$ cat src/rtl/sync_fifo_flags.sv
// Single-clock FIFO with fill level, programmable almost-full/almost-empty,
// sticky overflow/underflow flags and an elaboration-time FWFT read mode.
module sync_fifo_flags #(
  parameter int DEPTH    = 16,
  parameter int PTRWIDTH = 4,
  parameter int DWIDTH   = 8,
  parameter int FWFT     = 0
) (
  input  logic                clk,
  input  logic                reset_L,
  input  logic                push,
  input  logic [DWIDTH-1:0]   wdata,
  output logic                full,
  input  logic                pop,
  output logic [DWIDTH-1:0]   rdata,
  output logic                empty,
  output logic [PTRWIDTH:0]   count,
  input  logic [PTRWIDTH:0]   afull_thresh,
  input  logic [PTRWIDTH:0]   aempty_thresh,
  output logic                almost_full,
  output logic                almost_empty,
  output logic                overflow,
  output logic                underflow,
  input  logic                clr_err
);

  logic [DWIDTH-1:0]   mem [DEPTH];
  logic [PTRWIDTH:0]   wr_ptr;
  logic [PTRWIDTH:0]   rd_ptr;
  logic [PTRWIDTH-1:0] wr_addr;
  logic [PTRWIDTH-1:0] rd_addr;
  logic                push_ok;
  logic                pop_ok;

  assign wr_addr = wr_ptr[PTRWIDTH-1:0];
  assign rd_addr = rd_ptr[PTRWIDTH-1:0];

  // Extra wrap bit distinguishes full (wrap bits differ) from empty (identical).
  assign full  = (wr_ptr[PTRWIDTH] != rd_ptr[PTRWIDTH]) && (wr_addr == rd_addr);
  assign empty = (wr_ptr == rd_ptr);
  assign count = wr_ptr - rd_ptr;

  assign almost_full  = (count >= afull_thresh);
  assign almost_empty = (count <= aempty_thresh);

  assign push_ok = push && !full;
  assign pop_ok  = pop && !empty;

  always_ff @(posedge clk or negedge reset_L) begin
    if (!reset_L) begin
      wr_ptr <= '0;
      rd_ptr <= '0;
    end else begin
      if (push_ok) wr_ptr <= wr_ptr + 1'b1;
      if (pop_ok)  rd_ptr <= rd_ptr + 1'b1;
    end
  end

  always_ff @(posedge clk) begin
    if (push_ok) mem[wr_addr] <= wdata;
  end

  // A new error in the same cycle as clr_err must survive the clear.
  always_ff @(posedge clk or negedge reset_L) begin
    if (!reset_L) begin
      overflow  <= 1'b0;
      underflow <= 1'b0;
    end else begin
      if (push && full)  overflow <= 1'b1;
      else if (clr_err)  overflow <= 1'b0;
      if (pop && empty)  underflow <= 1'b1;
      else if (clr_err)  underflow <= 1'b0;
    end
  end

  generate
    if (FWFT != 0) begin : g_fwft
      assign rdata = empty ? '0 : mem[rd_addr];
    end else begin : g_reg_read
      logic [DWIDTH-1:0] rdata_p1;
      // Registered read stage: head word captured on the popping edge.
      always_ff @(posedge clk or negedge reset_L) begin
        if (!reset_L)    rdata_p1 <= '0;
        else if (pop_ok) rdata_p1 <= mem[rd_addr];
      end
      assign rdata = rdata_p1;
    end
  endgenerate

endmodule

$ cat config.mk
export PLATFORM = sky130hd
export DESIGN_NAME = sync_fifo_flags
export DESIGN_NICKNAME = d
export VERILOG_FILES = /design/src/rtl/sync_fifo_flags.sv
export SDC_FILE = /design/constraint.sdc
export NUM_CORES = 1
export LEC_CHECK = 0
export ABC_AREA = 1
export ABC_CLOCK_PERIOD_IN_PS = 3400
export BUFFER_PORTS_ARGS = -buffer_cell sky130_fd_sc_hd__buf_2
export CORE_UTILIZATION = 40
export CTS_BUF_LIST = sky130_fd_sc_hd__clkbuf_4
export DETAILED_ROUTE_END_ITERATION = 6
export PLACE_DENSITY_LB_ADDON = 0.2
export SYNTH_ARGS = -nofsm -noshare
export SYNTH_HDL_FRONTEND = slang
export SYNTH_SLANG_ARGS = --single-unit
$ cat constraint.sdc
create_clock -name clk -period 3.4 [get_ports clk]
set_input_delay 0.51 -clock clk [delete_from_list [all_inputs] [get_ports clk]]
set_output_delay 0.51 -clock clk [all_outputs]
set_load 0.1 [all_outputs]
==> impl_metrics.toml <==
[die]
die_h_um = 133.1
ios = 42
die-area_um2 = 17720
initial_utilization_pct = 41.17
std_cell_rows = 47
die_w_um = 133.1
coreArea_um2 = 16700

[critical_path]
slowest_delay_ns = 0.42
crit_path_end_kind = "output pin"
path_class = "register to output pin"
path_max_fanout = 3
cpMaxStageDelayCell = "dfrtp_1"
crit_required_ns = 2.89
critPathArrivalTime_ns = 2.81
worstSetupStartpointType = "register"
path_cells = "inv_2, ha_4, inv_2, fa_2, nand3_2, nand2_4, xor2_4, ha_4, nand2_4, o21a_1, o311ai_4, buf_12"
r2r_start = "rd_ptr[3]"
critPathLaunch = "wr_ptr[0]"

[routing]
wl_um = 15100
post_drt_via_cell_ratio = 4.801
drt.antenna.violating_nets = 0
drc_errors = 0
wl_per_cell_um = 15.55
drt_iter0_drc = 265
drt_first_pass_iters = 6
vias = 4662

[cells_and_area]
finalNonFillerCells = 971
antenna_cells = 0
area_growth_pct = 15.94
layout-drive-gt1-share_pct = 15.45
nets = 781

[clock_network]
insertion_delay_ns = 0.56
cts_made_buffers = 17
cts_tree = "yes"
h-tree-depth = 4
cts_sinks = 148
path_clk_slew_ns = 0.12
cts-root-buf = "clkbuf_4"
clockBufferDepth = 2

[run]
maxCapViolations = 0

[hold_path]
hp-start = "clr_err"
hp-class = "input pin to register"

[placed_design]
place_congestion = 0.8280
portBuffers = 41
numPlacedInstances = 934
dp_hpwl_um = 9866
preCtsSetupSlack_ns = 0.4805

[global_routing]
antenna_found_initial = 0
grt_max_degree = 68
grt_first_pass_wirelength_um = 24350
grt_pass1_vias = 4580
grt_usage_pct = 18.45
grt_overflow = 0

[sta]
tightest_slew_ns = 1.050
finClkSkew_ns = 0.02091
max_freq_ghz = 0.3011
worst_slew_margin_rel_pct = 29.74
period_share_pct = 97.67
setup_slack_ns = 0.07913
setup_viol = 0
hold_viol = 0
whs_ns = 0.1488
finalMaxSlewViolations = 0
min_period_ns = 3.321
rsz0062_at_grt = "yes"

[logic_synthesis]
synth_seq_area_share_pct = 63.17
synth-seq-cells = 148
ys.flop_type = "edfxtp_1"
syn_nets = 734
yosysUniqueCellTypes = 29
syn_area_per_cell_um2 = 9.952
synth_edf_count = 128
syn_area_um2 = 6877
netlist.area_leader.share_pct = 55.90
ys_top_cells_by_area = "edfxtp_1 (56%), nand2_1 (10%), dfrtp_1 (7.3%)"
synth_largest_area_cell = "edfxtp_1"
async_flop_share_pct = 13.51
yosysWarningCount = 0
synth_cells = 691

[status]
outcome = "finished clean"
-- through the flow --
| stage | area (µm²) | util, % | TNS [ns] |
|---|---|---|---|
| global route | 7973 | 47.74 | -0.09056 |
| CTS | 7946 | 47.58 | 0 |
| floorplan | 7044 | - | -0.2846 |
| finish | 7973 | 47.74 | 0 |
| global placement | 7540 | 45.15 | 0 |
| detailed placement | 7540 | 45.15 | 0 |
-- repair_timing --
item,in CTS,in global routing
pin swaps,1,6
setup endpoints to repair,2,2
resized for setup,3,5
hold buffers,1,0
endpoints found under the hold margin,20,0
buffers inserted,3,1
-- cell usage in the layout, fill, tap and decap left out, types with 4 or more instances in the layout --
cell type    n
nand2_2      5
inv_1      119
clkbuf_4    18
nor2_1      58
nand2_1    182
xor2_1       7
ha_4         4
bufinv_16    6
inv_2        4
buf_4        9
edfxtp_1   128
ha_1        14
buf_2       33
buf_12       9
dfrtp_1     19
nand3_1     92
o21ai_0      5
-- layout make-up --
type / count / area [µm²]
sequential: 148 / 4345
clock buffer: 18 / 135.1
inverter: 126 / 478.0
clock inverter: 14 / 231.5
tap: 220 / 275.3
timing repair buffer: 52 / 422.9
fill: 1555 / 8728
multi-input combinational: 393 / 2085
-- synth_stat cells (2+ instances only) --
cell type / n
edfxtp_1: 128
nor2_2: 2
ha_1: 19
inv_2: 3
buf_4: 6
nand3_1: 93
nand2_1: 186
xor2_1: 10
a21oi_1: 5
nor2_1: 59
buf_6: 3
inv_1: 121
nand2_2: 3
o21ai_0: 5
dfrtp_1: 20
buf_2: 15
-- flip-flops by register name (all words and copies together) (netlist names) --
register and cells:
mem 128, wr_ptr 5, overflow 1, rd_ptr 5, underflow 1, rdata 8
-- critical path, delay by kind of cell (launching register included) --
family	cells	cell delay, ns
and+or+nand+nor	3	0.22
DFF	1	0.42
AOI/OAI and AO/OA	2	0.28
buffers and inverters	3	0.33
adders and majority gates	3	0.84
xor gates and xnor gates	1	0.17
-- per-layer routing --
| layer | share of wire [%] | routed length, µm | vias up | global-route usage (%) |
|---|---|---|---|---|
| met4 | 1.9 | 280 | 0 | 6.124 |
| met1 | 44 | 6699 | 2185 | 23.76 |
| met5 | 0 | 0 | - | 0 |
| met2 | 48 | 7309 | 154 | 30.02 |
| li1 | - | - | 2301 | - |
| met3 | 5.4 | 812 | 22 | 5.251 |
-- kinds of logic after synthesis --
family	after synthesis	synth area share [%]
xor+xnor	10	1.274
fa+ha+maj	20	3.748
simple gates	347	21.31
compound gates	16	1.346
flops	148	63.17
buf+inv	150	9.152
-- worst paths after layout --
path	endpoint	slack (ns)	cells past startpoint
min reg2reg	rdata[5]	0.52	2
max	almost_full	0.08	12
min in group asynchronous	rdata[7]	0.42	2
max in group asynchronous	rd_ptr[0]	2.63	2
max reg2reg	mem[11][4]	0.74	9
min	underflow	0.15	2
Power is left out: the tool's default activity adds up to more than one toggle a clock period on the data nets, which glitch-free logic cannot reach.
